<file path="src/rtl/div_rr_sched_pkg.sv">
`default_nettype none
// ============================================================================
// Module      : div_rr_pkg (package)
// Description : Shared types and helpers for the round-robin divider
//               scheduler: FSM state encoding, default geometry and
//               pointer/count widths, and the round-robin winner search.
// Revision    : 1.0  initial release
// ============================================================================
package div_rr_pkg;

    localparam int c_DEF_N   = 4;
    localparam int c_DEF_W   = 4;
    localparam int c_PTR_W   = $clog2(c_DEF_N);
    localparam int c_CNT_W   = $clog2(c_DEF_W);

    typedef enum logic [1:0] {
        S_IDLE = 2'd0,
        S_RUN  = 2'd1,
        S_DONE = 2'd2
    } state_t;

    // First set bit of req[n-1:0] searching ptr, ptr+1, ... with wrap mod n.
    // The loop has a fixed bound so it unrolls to a plain priority mux.
    function automatic int rr_pick(input logic [31:0] req, input int ptr, input int n);
        int  idx;
        int  win;
        bit  found;
        win   = 0;
        found = 1'b0;
        for (int k = 0; k < 32; k++) begin
            if (k < n && !found) begin
                idx = ptr + k;
                if (idx >= n) idx = idx - n;
                if (req[idx]) begin
                    win   = idx;
                    found = 1'b1;
                end
            end
        end
        return win;
    endfunction

endpackage
`default_nettype wire

</file>
<file path="src/rtl/div_rr_sched_if.sv">
`default_nettype none
// ============================================================================
// Module      : div_rr_sched_if
// Description : Client-side bus of the shared divider scheduler.
//   req[N], dividend[N*W], divisor[N*W]  : client -> scheduler
//   gnt[N], done[N], quot[W], rem[W],
//   busy, dz                             : scheduler -> client
//   master = client side, slave = scheduler side.
// Revision    : 1.0  initial release
// ============================================================================
interface div_rr_sched_if #(
    parameter int N = 4,
    parameter int W = 4
);
    logic [N-1:0]   req;
    logic [N*W-1:0] dividend;
    logic [N*W-1:0] divisor;
    logic [N-1:0]   gnt;
    logic [N-1:0]   done;
    logic [W-1:0]   quot;
    logic [W-1:0]   rem;
    logic           busy;
    logic           dz;

    modport master (
        output req, dividend, divisor,
        input  gnt, done, quot, rem, busy, dz
    );

    modport slave (
        input  req, dividend, divisor,
        output gnt, done, quot, rem, busy, dz
    );
endinterface
`default_nettype wire

</file>
<file path="src/rtl/div_rr_sched_core.sv">
`default_nettype none
// ============================================================================
// Module      : div_iter_core
// Description : Unsigned restoring divider, one iteration per clock.
//   clk, rst (async, active-low)
//   start            : latch dividend/divisor and begin W iterations
//   dividend, divisor: operands (sampled on start)
//   done             : high in the cycle whose closing edge runs the last
//                      iteration (quot/rem are final after that edge)
//   quot, rem        : working quotient / partial remainder
// Revision    : 1.0  initial release
// ============================================================================
module div_iter_core
    import div_rr_pkg::*;
#(
    parameter int W = c_DEF_W
) (
    input  wire          clk,
    input  wire          rst,
    input  wire          start,
    input  wire  [W-1:0] dividend,
    input  wire  [W-1:0] divisor,
    output logic         done,
    output logic [W-1:0] quot,
    output logic [W-1:0] rem
);
    localparam int c_CW = (W > 1) ? $clog2(W) : 1;

    // W+1-bit partial remainder keeps divisors with the MSB set correct.
    logic [W:0]      r_prem;
    logic [W-1:0]    r_q;
    logic [W-1:0]    r_dvs;
    logic [c_CW-1:0] r_cnt;
    logic            r_run;

    logic [W+1:0]    w_shift;
    logic [W+1:0]    w_trial;
    logic            w_last;

    // One extra guard bit so the trial subtraction's MSB is its sign.
    assign w_shift = {r_prem, r_q[W-1]};
    assign w_trial = w_shift - {2'b00, r_dvs};
    assign w_last  = r_run && (r_cnt == c_CW'(W - 1));

    always_ff @(posedge clk or negedge rst) begin
        if (!rst) begin
            r_prem <= '0;
            r_q    <= '0;
            r_dvs  <= '0;
            r_cnt  <= '0;
            r_run  <= 1'b0;
        end else if (start) begin
            r_prem <= '0;
            r_q    <= dividend;
            r_dvs  <= divisor;
            r_cnt  <= '0;
            r_run  <= 1'b1;
        end else if (r_run) begin
            r_prem <= w_trial[W+1] ? w_shift[W:0] : w_trial[W:0];
            r_q    <= {r_q[W-2:0], ~w_trial[W+1]};
            if (w_last) begin
                r_cnt <= '0;
                r_run <= 1'b0;
            end else begin
                r_cnt <= r_cnt + 1'b1;
            end
        end
    end

    assign done = w_last;
    assign quot = r_q;
    assign rem  = r_prem[W-1:0];

endmodule
`default_nettype wire

</file>
<file path="src/rtl/div_rr_sched.sv">
`default_nettype none
// ============================================================================
// Module      : div_rr_sched
// Description : Round-robin scheduler sharing one sequential restoring
//               divider among N requesters.
//   clk, rst (async, active-low)
//   bus.slave : req/dividend/divisor in; gnt/done (one-hot pulses),
//               quot/rem (held until next done), busy, dz out.
//   Optional  : DIV_RR_DZ_DETECT_EN - divisor 0 bypasses the iterations and
//               reports dz=1 with done; otherwise dz is tied 0.
// Revision    : 1.0  initial release
// ============================================================================
module div_rr_sched
    import div_rr_pkg::*;
#(
    parameter int N = c_DEF_N,
    parameter int W = c_DEF_W
) (
    input  wire           clk,
    input  wire           rst,
    div_rr_sched_if.slave bus
);
    localparam int c_PW = (N > 1) ? $clog2(N) : 1;

    state_t          r_state;
    logic [c_PW-1:0] r_ptr;
    logic [c_PW-1:0] r_owner;
    logic [N-1:0]    r_gnt;
    logic [N-1:0]    r_done;
    logic [W-1:0]    r_quot;
    logic [W-1:0]    r_rem;

    int              w_win_i;
    logic [c_PW-1:0] w_win;
    logic [N-1:0]    w_win_oh;
    logic [N-1:0]    w_own_oh;
    logic [W-1:0]    w_sel_dvd;
    logic [W-1:0]    w_sel_dvs;
    logic            w_any_req;
    logic            w_skip_run;
    logic            w_core_start;
    logic            w_core_done;
    logic [W-1:0]    w_core_quot;
    logic [W-1:0]    w_core_rem;

    always_comb begin
        w_win_i   = rr_pick(32'(bus.req), int'(r_ptr), N);
        w_win     = c_PW'(w_win_i);
        w_sel_dvd = bus.dividend[w_win_i*W +: W];
        w_sel_dvs = bus.divisor[w_win_i*W +: W];
    end

    assign w_any_req = |bus.req;
    assign w_win_oh  = N'(1) << w_win;
    assign w_own_oh  = N'(1) << r_owner;

`ifdef DIV_RR_DZ_DETECT_EN
    logic         r_dz_path;
    logic         r_dz;
    logic [W-1:0] r_zdvd;
    assign w_skip_run = (w_sel_dvs == '0);
`else
    assign w_skip_run = 1'b0;
`endif

    // The core only starts for operations that actually iterate.
    assign w_core_start = (r_state == S_IDLE) && w_any_req && !w_skip_run;

    div_iter_core #(.W(W)) u_core (
        .clk      (clk),
        .rst      (rst),
        .start    (w_core_start),
        .dividend (w_sel_dvd),
        .divisor  (w_sel_dvs),
        .done     (w_core_done),
        .quot     (w_core_quot),
        .rem      (w_core_rem)
    );

    // gnt/done are registered one-cycle pulses; done lands in the first
    // IDLE cycle, so the next accept can happen on the edge that ends it.
    always_ff @(posedge clk or negedge rst) begin
        if (!rst) begin
            r_state <= S_IDLE;
            r_ptr   <= '0;
            r_owner <= '0;
            r_gnt   <= '0;
            r_done  <= '0;
            r_quot  <= '0;
            r_rem   <= '0;
`ifdef DIV_RR_DZ_DETECT_EN
            r_dz_path <= 1'b0;
            r_dz      <= 1'b0;
            r_zdvd    <= '0;
`endif
        end else begin
            r_gnt  <= '0;
            r_done <= '0;
`ifdef DIV_RR_DZ_DETECT_EN
            r_dz   <= 1'b0;
`endif
            case (r_state)
                S_IDLE: begin
                    if (w_any_req) begin
                        r_owner <= w_win;
                        r_gnt   <= w_win_oh;
`ifdef DIV_RR_DZ_DETECT_EN
                        r_dz_path <= w_skip_run;
                        r_zdvd    <= w_sel_dvd;
                        r_state   <= w_skip_run ? S_DONE : S_RUN;
`else
                        r_state <= S_RUN;
`endif
                    end
                end
                S_RUN: begin
                    if (w_core_done) r_state <= S_DONE;
                end
                S_DONE: begin
                    r_done <= w_own_oh;
`ifdef DIV_RR_DZ_DETECT_EN
                    if (r_dz_path) begin
                        r_quot <= '1;
                        r_rem  <= r_zdvd;
                        r_dz   <= 1'b1;
                    end else begin
                        r_quot <= w_core_quot;
                        r_rem  <= w_core_rem;
                    end
`else
                    r_quot <= w_core_quot;
                    r_rem  <= w_core_rem;
`endif
                    r_ptr   <= (r_owner == c_PW'(N - 1)) ? '0 : r_owner + 1'b1;
                    r_state <= S_IDLE;
                end
                default: r_state <= S_IDLE;
            endcase
        end
    end

    assign bus.gnt  = r_gnt;
    assign bus.done = r_done;
    assign bus.quot = r_quot;
    assign bus.rem  = r_rem;
    assign bus.busy = (r_state != S_IDLE);
`ifdef DIV_RR_DZ_DETECT_EN
    assign bus.dz   = r_dz;
`else
    assign bus.dz   = 1'b0;
`endif

endmodule
`default_nettype wire

</file>
<file path="src/flat_wrapper.sv">
// flat-port wrapper written by rule: the top's interface ports become plain ports
module div_rr_sched_flat import div_rr_pkg::*;
#(
    parameter int N = c_DEF_N,
    parameter int W = c_DEF_W
)
  (clk, rst, bus_req, bus_dividend, bus_divisor, bus_gnt, bus_done, bus_quot, bus_rem, bus_busy, bus_dz);
  div_rr_sched_if #(.N(N), .W(W)) bus_i ();
  input  wire clk;
  input  wire rst;
  input wire logic [$bits(bus_i.req)-1:0] bus_req;
  input wire logic [$bits(bus_i.dividend)-1:0] bus_dividend;
  input wire logic [$bits(bus_i.divisor)-1:0] bus_divisor;
  output wire logic [$bits(bus_i.gnt)-1:0] bus_gnt;
  output wire logic [$bits(bus_i.done)-1:0] bus_done;
  output wire logic [$bits(bus_i.quot)-1:0] bus_quot;
  output wire logic [$bits(bus_i.rem)-1:0] bus_rem;
  output wire logic [$bits(bus_i.busy)-1:0] bus_busy;
  output wire logic [$bits(bus_i.dz)-1:0] bus_dz;
  assign bus_i.req = bus_req;
  assign bus_i.dividend = bus_dividend;
  assign bus_i.divisor = bus_divisor;
  assign bus_gnt = bus_i.gnt;
  assign bus_done = bus_i.done;
  assign bus_quot = bus_i.quot;
  assign bus_rem = bus_i.rem;
  assign bus_busy = bus_i.busy;
  assign bus_dz = bus_i.dz;
  div_rr_sched #(.N(N), .W(W)) u_core (.clk(clk), .rst(rst), .bus(bus_i));
endmodule
</file>
<file path="config.mk">
export PLATFORM = sky130hd
export DESIGN_NAME = div_rr_sched_flat
export DESIGN_NICKNAME = d
export VERILOG_FILES = /design/src/rtl/div_rr_sched_pkg.sv /design/src/rtl/div_rr_sched_if.sv /design/src/rtl/div_rr_sched_core.sv /design/src/rtl/div_rr_sched.sv /design/src/flat_wrapper.sv
export SDC_FILE = /design/constraint.sdc
export NUM_CORES = 1
export LEC_CHECK = 0
export ABC_AREA = 1
export BUFFER_PORTS_ARGS = -buffer_cell sky130_fd_sc_hd__buf_2
export CAP_MARGIN = 20
export CORE_UTILIZATION = 49
export CTS_CLUSTER_DIAMETER = 50
export DETAILED_ROUTE_END_ITERATION = 10
export PLACE_DENSITY_LB_ADDON = 0.12
export SKIP_CTS_REPAIR_TIMING = 1
export SLEW_MARGIN = 20
export SYNTH_ARGS = -nofsm -noshare
export SYNTH_HDL_FRONTEND = slang
export SYNTH_SLANG_ARGS = --single-unit
</file>
<file path="constraint.sdc">
create_clock -name clk -period 2.5 [get_ports clk]
set_input_delay 0.125 -clock clk [delete_from_list [all_inputs] [get_ports clk]]
set_output_delay 0.125 -clock clk [all_outputs]
set_load 0.01 [all_outputs]
</file>
* Word level (Yosys, flattened, before mapping) *
Index checks and enable logic that the tools add are counted.

operators by class
  reduce and logical (&&, ||, !) cells = 8
  equal/unequal tests = 6
  div/mod/pow operators = 0
  $add $sub $neg = 10
  $lt $le $gt $ge = 8
  multiply operators = 0
  mux-type cells = 49
  bitwise logic cells = 1
  shift operators = 4

operators with widths
  cell                     count
  $mux W32                 7
  $mux W30                 7
  $lt A32 B7 Y1 const B    4
  $ge A32 B4 Y1 const B    3
  $sub A32 B4 Y32 const B  3
  $shiftx A16 B32 Y4       2
  $bmux W1 S5              4
  $mux W4                  5
  $mux W1                  16
  $mux W5                  3
  $mux W2                  6
  $shl A1 B2 Y4 const A    2
  $add A2 B2 Y3 const B    2
  $eq A2 B2 Y1 const B     3
  $sub A6 B4 Y6            1
  $add A2 B1 Y2 const B    2
  $pmux W2 S2              1
  $reduce_and A2 Y1        2
  $reduce_bool A2 Y1       2
  $reduce_or A4 Y1         1
  $sub A2 B3 Y4 const B    1
  $add A2 B1 Y3 const B    1
  $ge A2 B3 Y1 const B     1
  $eq A2 B1 Y1 const B     1
  other kinds (5)          6

storage, ports and cells
  logic and storage cells = 98
  input bits = 38
  bits in latches = 0
  output and inout bits = 18
  memories = 0
  memory bits (read-only) = 0
  bits in writable memories = 0
  bits in registers = 38

* Logic depth before layout (Yosys ltp) *
Gate-level depths: netlist of the first run.

  depth in word-level cells = 27
  mapped depth = 16
  mapped depth without buffers = 15

* Modules after synthesis *
A second synthesis of the first run with hierarchy kept.

second synthesis, totals
  cells, all modules = 379
  area, all modules = 2677.6 um^2

by module, submodules not included
  module         area each (um^2)  seq. area each (um^2)  times used  cells an instance
  div_rr_sched   1709.1            550.5                  1           252
  div_iter_core  968.4             400.4                  1           127

* Least setup slack after synthesis of the first run *
Ideal clock, no wire load.

  kind = register -> register
  start = register u_core.r_ptr[0]
  end = register u_core.u_core.r_q[1] (netlist: u_core.u_core.quot[1])
  data required time = 2.387 ns
  cell stages (with the launch flop) = 15
  path slack = 0.445 ns
  library setup time = 0.113 ns
  arrival = 1.942 ns
  buffers on the path = 0
  period minus slack after synthesis = 2.055 ns
  cells stage by stage = dfrtp_1 > inv_2 > ha_1 > inv_1 > nand3_2 > nand3_2 > nand2_2 > nor2_4 > nand3_1 > nand2_4 > inv_1 > nand3_1 > nand3_1 > nand2_1 > inv_1

between the ends
  longest elaborated chain between the ends = 15
  elaborated cells on any way between the ends = 44
  those cells by class = 7 x add/sub; 4 x order compare; 1 x shift; 32 x mux

ends and longest elaborated chain
  what                                                     RTL line                 source
  start, declared                                          div_rr_sched.sv:26       logic [c_PW-1:0] r_ptr;
  start signal, assigned                                   div_rr_sched.sv:134      r_ptr <= (r_owner == c_PW'(N - 1)) ? '0 : r_owner + 1'b1;
  $add A2 B1 Y3                                            div_rr_sched_pkg.sv:32   idx = ptr + k;
  $sub A32 B4 Y32 / $ge A32 B4 Y1 (equally long branches)  div_rr_sched_pkg.sv:33   if (idx >= n) idx = idx - n;
  $mux W32                                                 div_rr_sched_pkg.sv:33
  $mux W32                                                 div_rr_sched_pkg.sv:31   if (k < n && !found) begin
  $bmux W1 S5                                              div_rr_sched_pkg.sv:34   if (req[idx]) begin
  $mux W1 (implied by the code) (2 in series)              div_rr_sched_pkg.sv:34
  $mux W30                                                 div_rr_sched_pkg.sv:34
  $mux W30                                                 div_rr_sched_pkg.sv:31
  $mux W30                                                 div_rr_sched_pkg.sv:34
  $mux W30                                                 div_rr_sched_pkg.sv:31
  $mux W30                                                 div_rr_sched_pkg.sv:34
  $mux W30 *                                               div_rr_sched_pkg.sv:31
  $shiftx A16 B32 Y4 *                                     div_rr_sched.sv:49       w_sel_dvd = bus.dividend[w_win_i*W +: W];
  $mux W4 *                                                div_rr_sched_core.sv:52  end else if (start) begin
  end signal, assigned                                     div_rr_sched_core.sv:54  r_q <= dividend;
  end signal, assigned                                     div_rr_sched_core.sv:60  r_q <= {r_q[W-2:0], ~w_trial[W+1]};
  end, declared                                            div_rr_sched_core.sv:31  logic [W-1:0] r_q;

Every way passes the cells marked *; elsewhere a longest branch is shown, timed or not. The select of a mux whose other input is x is not followed.
A chain may end at the register's enable or synchronous reset.

* Final worst setup path of the first run *
  start = register u_core.r_ptr[1]
  end = register u_core.u_core.r_q[1] (netlist: u_core.u_core.quot[1])

The elaborated chain is that of the path after synthesis.

==> impl_metrics.py, run 1 <==
metrics = {
    "outcome": {
        "status": "finished with violations",
        "violations": "negative hold slack",
    },
    "routing": {
        "wl_mm": 4.86,
        "vias": 2090,
        "drtAntennaViolNets": 0,
        "wl_per_cell_um": 11.4,
        "drt_iter0_markers": 114,
        "drtPass1Iterations": 4,
        "viasPerCell": 4.88,
        "drcViolationCount": 0,
    },
    "synthesis": {
        "synthTopCellsByCount": "77 x nand2_1, 56 x inv_1, 38 x dfrtp_1",
        "synth_top_cell_by_area": "dfrtp_1",
        "ys_ff_latch": 38,
        "yosysSeqAreaShare": 0.399,
        "ys.flop_type": "dfrtp_1",
        "async_flop_share": 1.00,
        "synth_most_common_cell": "nand2_1",
        "synth_cells": 317,
        "yosysTopAreaCellShare": 0.399,
        "ys.warnings.count": 0,
        "syn_nets": 370,
        "syn_area_um2": 2390,
        "synth-edff-count": 0,
        "syn_avg_cell_area_um2": 7.53,
        "synthDistinctLibCells": 34,
        "ys_top_cells_by_area": "dfrtp_1 40%, nand2_1 12%, inv_1 8.8%, nand3_1 7.8%, ha_1 7.3%",
    },
    "placed_design": {
        "port_buffers": 54,
        "dp_hpwl_mm": 3.71,
        "placed_area_um2": 2700,
        "dp_cells": 420,
        "globalplace.congestion": 0.807,
    },
    "clock_network": {
        "cts_buffer_depth": 2,
        "cts_tree": "built",
        "root_buffer": "clkbuf_8",
        "path_clk_slew_ps": 80,
        "clock-sinks": 38,
        "h-tree-depth": 2,
        "clk-insertion-delay-late_ps": 290,
        "cts_buffers": 5,
    },
    "worst_setup_path": {
        "endpoint_kind": "flip-flop",
        "path_buf_inv": 4,
        "crit_fanout": 9,
        "slowest_delay_ps": 450,
        "setup.worst_path.start_class": "flip-flop",
        "crit_type": "flip-flop to flip-flop",
        "crit_arrival_ps": 2490,
        "critical_path_required_ps": 2680,
        "r2r_slack_ps": 200,
        "critPathMostFrequentCell": "inv_1",
        "crit_slowest_cell": "dfrtp_1",
        "crit_chain": "inv_1 -> ha_1 -> inv_1 -> nand3_2 -> nand3_2 -> nand2_2 -> nor2_4 -> nand3_1 -> nand2_4 -> inv_1 -> nand3_1 -> nand3_1 -> nand2_1 -> inv_1",
        "cp_top_family": "simple AND/OR/NAND/NOR gates",
    },
    "timing": {
        "slew-limit-headroom": 0.445,
        "skew_ps": 7.80,
        "fin_setup_tns_ps": 0,
        "setup_violations": 0,
        "fin_crit_sh": 0.921,
        "hold_viol": 38,
        "max_freq_mhz": 434,
        "tightest_slew_ps": 832,
        "hold_slack_ps": -67.6,
        "rsz0062_at_grt": "no",
        "period_minus_slack_ps": 2300,
        "slew_violations": 0,
    },
    "power": {
        "netSwitchingFraction": 0.468,
        "p_int_mw": 2.16,
        "comb_power_share": 0.587,
        "power.share.clock": 0.157,
        "peakVddDrop_uv": 1200,
        "p_leak_nw": 1.60,
        "p_per_area_nw_per_um2": 1430,
        "power.switching_mw": 1.91,
        "p_seq_frac": 0.256,
    },
    "global_route": {
        "gr-total-overflow": 0,
        "grt_first_pass_wirelength_mm": 8.39,
        "grt_max_degree": 39,
        "antenna_found_initial": 0,
        "grt_pass1_vias": 1954,
        "grt.total_usage": 0.205,
    },
    "cells_and_area": {
        "final_cell_count_no_fill": 428,
        "num-nets-final": 426,
        "area_growth_pct": 19.1,
        "fin_area_um2": 2840,
        "antennaDiodeCount": 0,
        "drive_above_1_share": 0.225,
    },
    "flow_run": {
        "cap_violations": 0,
    },
    "die": {
        "initial_core_util": 0.509,
        "design.core.area_um2": 4690,
        "dieArea_um2": 5150,
        "ios": 56,
        "die_w_um": 71.8,
        "row_count": 25,
        "fp.dieH_um": 71.8,
    },
    "worst_hold_path": {
        "hold_class": "input port to async pin",
    },
}
[cells in the final DEF (no fill, tap or decap), drive strengths merged]
cell	n
o22ai	1
fa	1
nand2	83
clkbuf	6
ha	14
inv	60
o2111ai	1
nor2	19
buf	57
o211ai	4
a21oi	5
nand3	42
nand3b	7
and2	1
nor3	2
o21ai	24
bufinv	2
a22oi	1
clkinv	1
a22o	1
conb	1
nand4	1
xor2	1
dfrtp	38
nor4	1
[power by group through the flow]
| stage | Combinational (mW) | Clock, mW | Sequential [mW] |
|---|---|---|---|
| detailed placement | 2.39 | 0 | 1.05 |
| floorplan | 1.90 | 0 | 1.08 |
| global placement | 2.35 | 0 | 1.05 |
| global route | 2.75 | 0.675 | 1.08 |
| CTS | 2.40 | 0.650 | 1.04 |
| finish | 2.39 | 0.641 | 1.04 |
[metrics by stage]
step / util / total power [mW] / setup WS, ps
final: 0.606 / 4.07 / 197
after global routing: 0.606 / 4.50 / 18.5
after CTS: 0.605 / 4.09 / 116
after global placement: 0.574 / 3.39 / 220
after floorplan: - / 2.97 / 445
after detailed placement: 0.574 / 3.44 / 145
[sequential cells by signal, indices dropped and copies added (netlist names)]
name                  cells
u_core.u_core.r_prem      5
u_core.bus.done           4
u_core.bus.gnt            4
u_core.bus.quot           4
u_core.bus.rem            4
u_core.u_core.quot        4
u_core.u_core.r_dvs       4
u_core.r_owner            2
u_core.r_ptr              2
u_core.r_state            2
u_core.u_core.r_cnt       2
u_core.u_core.r_run       1
[path summary, 6_finish.rpt]
check,endpoint,cells past startpoint,from
min reg2reg,u_core.bus.quot[1],2,u_core.bus.quot[1]
min in group clk,u_core.u_core.r_dvs[0],5,bus_divisor[8]
min,u_core.bus.done[2],1,rst
max reg2reg,u_core.u_core.quot[1],14,u_core.r_ptr[1]
max in group asynchronous,u_core.u_core.r_dvs[1],1,rst
max,u_core.u_core.quot[1],14,u_core.r_ptr[1]
[metal layers]
metal	wire, µm	GRT usage	part of all wire	vias up
met5	0	0	0	-
met4	48	0.0458	0.0099	0
met3	233	0.0380	0.048	5
met2	2100	0.343	0.43	61
met1	2480	0.279	0.51	917
li1	-	-	-	1107
[worst reg2reg max path, cell delays in order (launching register included)]
cell,delay (ps)
dfrtp_1,450
inv_1,140
ha_1,340
inv_1,120
nand3_2,90
nand3_2,100
nand2_2,80
nor2_4,110
nand3_1,180
nand2_4,180
inv_1,110
nand3_1,90
nand3_1,90
nand2_1,80
inv_1,30
[layout make-up]
| class | count | area [µm²] |
|---|---|---|
| Fill cell | 454 | 1850 |
| Tap cell | 54 | 67.6 |
| Timing Repair Buffer | 57 | 293 |
| Sequential cell | 38 | 951 |
| Inverter | 61 | 229 |
| Multi-Input combinational cell | 210 | 1160 |
| Clock inverter | 2 | 60.1 |
| Clock buffer | 6 | 82.6 |
[logic make-up after synthesis]
logic type	after synthesis	share of synthesized area
fa+ha+maj	15	0.0818
simple gates	156	0.309
other cells	1	0.00157
buf+inv	69	0.117
flops	38	0.399
compound gates	37	0.0881
xor+xnor	1	0.00367
No activity file was read; power rests on OpenSTA's default activity.
==> inputs of run 2 (changes only) <==
Settings changed: CORE_UTILIZATION 49 to 54.
==> run 2 against run 1 <==
  * Die area fell by 9.0%
  * Register-to-register slack improved by 30 ps
  * The run now ends clean
  * Utilization increased by 8.1 points
  * Worst hold slack better by 230 ps
  * Power decreased by 1.3%
  * Maximum frequency grew 1.5%
  * Via count rose by 2.8%
  * Combinational power up 3%
  * Critical path depth is the same
  * Global-route usage is 4.4 points higher
==> impl_metrics.py, run 2 (synthesis results as in run 1) <==
metrics = {
    "outcome": {
        "status": "complete, no violations",
    },
    "timing": {
        "fin_crit_sh": 0.907,
        "skew_ps": 7.67,
        "period_minus_slack_ps": 2270,
        "setup_violations": 0,
        "hold_slack_ps": 166,
        "tightest_slew_ps": 821,
        "hold_viol": 0,
        "rsz0062_at_grt": "no",
        "slew-limit-headroom": 0.452,
        "max_freq_mhz": 441,
        "slew_violations": 0,
        "setup_ws_ps": 232,
        "fin_setup_tns_ps": 0,
    },
    "placed_design": {
        "dp_worst_setup_slack_ps": 168,
        "dp_cells": 416,
        "globalplace.congestion": 0.812,
        "placed_area_um2": 2690,
        "dp_hpwl_mm": 3.96,
        "port_buffers": 54,
    },
    "power": {
        "p_leak_nw": 1.59,
        "peakVddDrop_uv": 704,
        "p_total_mw": 4.02,
        "p_per_area_nw_per_um2": 1420,
    },
    "worst_hold_path": {
        "min_path_cells": 5,
        "holdCritStartpoint": "bus_divisor[11]",
        "hold_class": "input port to flip-flop",
        "hold_end": "u_core.u_core.r_dvs[3]",
    },
    "global_route": {
        "grt_max_degree": 39,
        "grt.total_usage": 0.249,
        "grt_pass1_vias": 1982,
        "grt_first_pass_wirelength_mm": 8.51,
        "gr-total-overflow": 0,
        "antenna_found_initial": 0,
    },
    "die": {
        "die_w_um": 68.5,
        "row_count": 23,
        "fp.dieH_um": 68.5,
        "ios": 56,
        "design.core.area_um2": 4120,
        "initial_core_util": 0.580,
        "dieArea_um2": 4690,
    },
    "clock_network": {
        "root_buffer": "clkbuf_8",
        "h-tree-depth": 2,
        "cts_buffer_depth": 2,
        "cts_tree": "built",
        "clock-sinks": 38,
        "clk-insertion-delay-late_ps": 280,
        "cts_buffers": 5,
        "path_clk_slew_ps": 70,
    },
    "flow_run": {
        "cap_violations": 0,
    },
    "cells_and_area": {
        "fillCellCount": 354,
        "drive_above_1_share": 0.222,
        "largest_register": "u_core.u_core.r_prem",
        "final_cell_mix": "77 x nand2_1, 56 x inv_1, 54 x buf_2",
        "fin_area_um2": 2830,
        "largest_reg_flops": 5,
        "layout_commonest_cell": "nand2_1",
        "final_cell_count_no_fill": 424,
        "area_growth_pct": 18.5,
        "fin_util": 0.687,
        "antennaDiodeCount": 0,
        "num-nets-final": 427,
    },
    "worst_setup_path": {
        "rr_endpoint": "u_core.u_core.quot[1]",
        "critical_path_required_ps": 2680,
        "r2r_slack_ps": 230,
        "endpoint_kind": "flip-flop",
        "crit_arrival_ps": 2450,
        "crit_fanout": 9,
        "setup.worst_path.start_class": "flip-flop",
        "r2r-start": "u_core.r_ptr[1]",
        "crit_type": "flip-flop to flip-flop",
        "r2r_cells": 14,
    },
    "routing": {
        "viasPerCell": 5.07,
        "wl_mm": 5.10,
        "drcViolationCount": 0,
        "drtPass1Iterations": 4,
        "drtAntennaViolNets": 0,
        "vias": 2149,
        "wl_per_cell_um": 12.0,
        "drt_iter0_markers": 180,
    },
}
[run 2: cell count changes in the layout (fill, tap and decap cells not counted), sizes merged]
cell / previous run / this run
bufinv: 2 / 1
dlygate4sd3: 0 / 1
[run 2: how the worst max path moves through the flow]
stage | slack [ps] | depth (start not counted) | endpoint | start
2_1_floorplan | 440 | 14 | u_core.u_core.quot[1] | u_core.r_ptr[0]
3_3_place_gp | 260 | 15 | u_core.u_core.quot[1] | u_core.r_ptr[1]
3_5_place_dp | 170 | 15 | u_core.u_core.quot[0] | u_core.r_ptr[1]
4_1_cts | 140 | 15 | u_core.u_core.quot[0] | u_core.r_ptr[1]
5_1_grt | 40 | 14 | u_core.u_core.quot[1] | u_core.r_ptr[1]
6_report | 230 | 14 | u_core.u_core.quot[1] | u_core.r_ptr[1]
[run 2: critical path, stage by stage (launching register included)]
cell and delay [ps]:
dfrtp_1 450, inv_1 140, ha_1 340, inv_1 120, nand3_2 80, nand3_2 100
nand2_2 80, nor2_4 110, nand3_1 160, nand2_4 170, inv_1 110, nand3_1 100
nand3_1 80, nand2_1 80, inv_1 30
[run 2: area by class of cell]
class | instances | area, µm² | area share
inverter | 61 | 229 | 0.0810
clock buffer | 6 | 82.6 | 0.0292
timing repair buffer | 58 | 303 | 0.107
clock inverter | 1 | 30.0 | 0.0106
tap | 50 | 62.6 | 0.0221
multi-input combinational | 210 | 1170 | 0.413
sequential | 38 | 951 | 0.336
[run 2: where the power goes]
group	internal, mW	switching (mW)
sequential	0.883	0.168
combinational	0.872	1.57
clock	0.319	0.204
total	2.07	1.94
[run 2: per-layer routing]
metal	vias to the layer above	track usage	part of all wire
li1	1113	-	-
met1	964	0.327	0.47
met2	63	0.397	0.46
met3	9	0.0583	0.052
met4	0	0.0885	0.013
met5	-	0	0
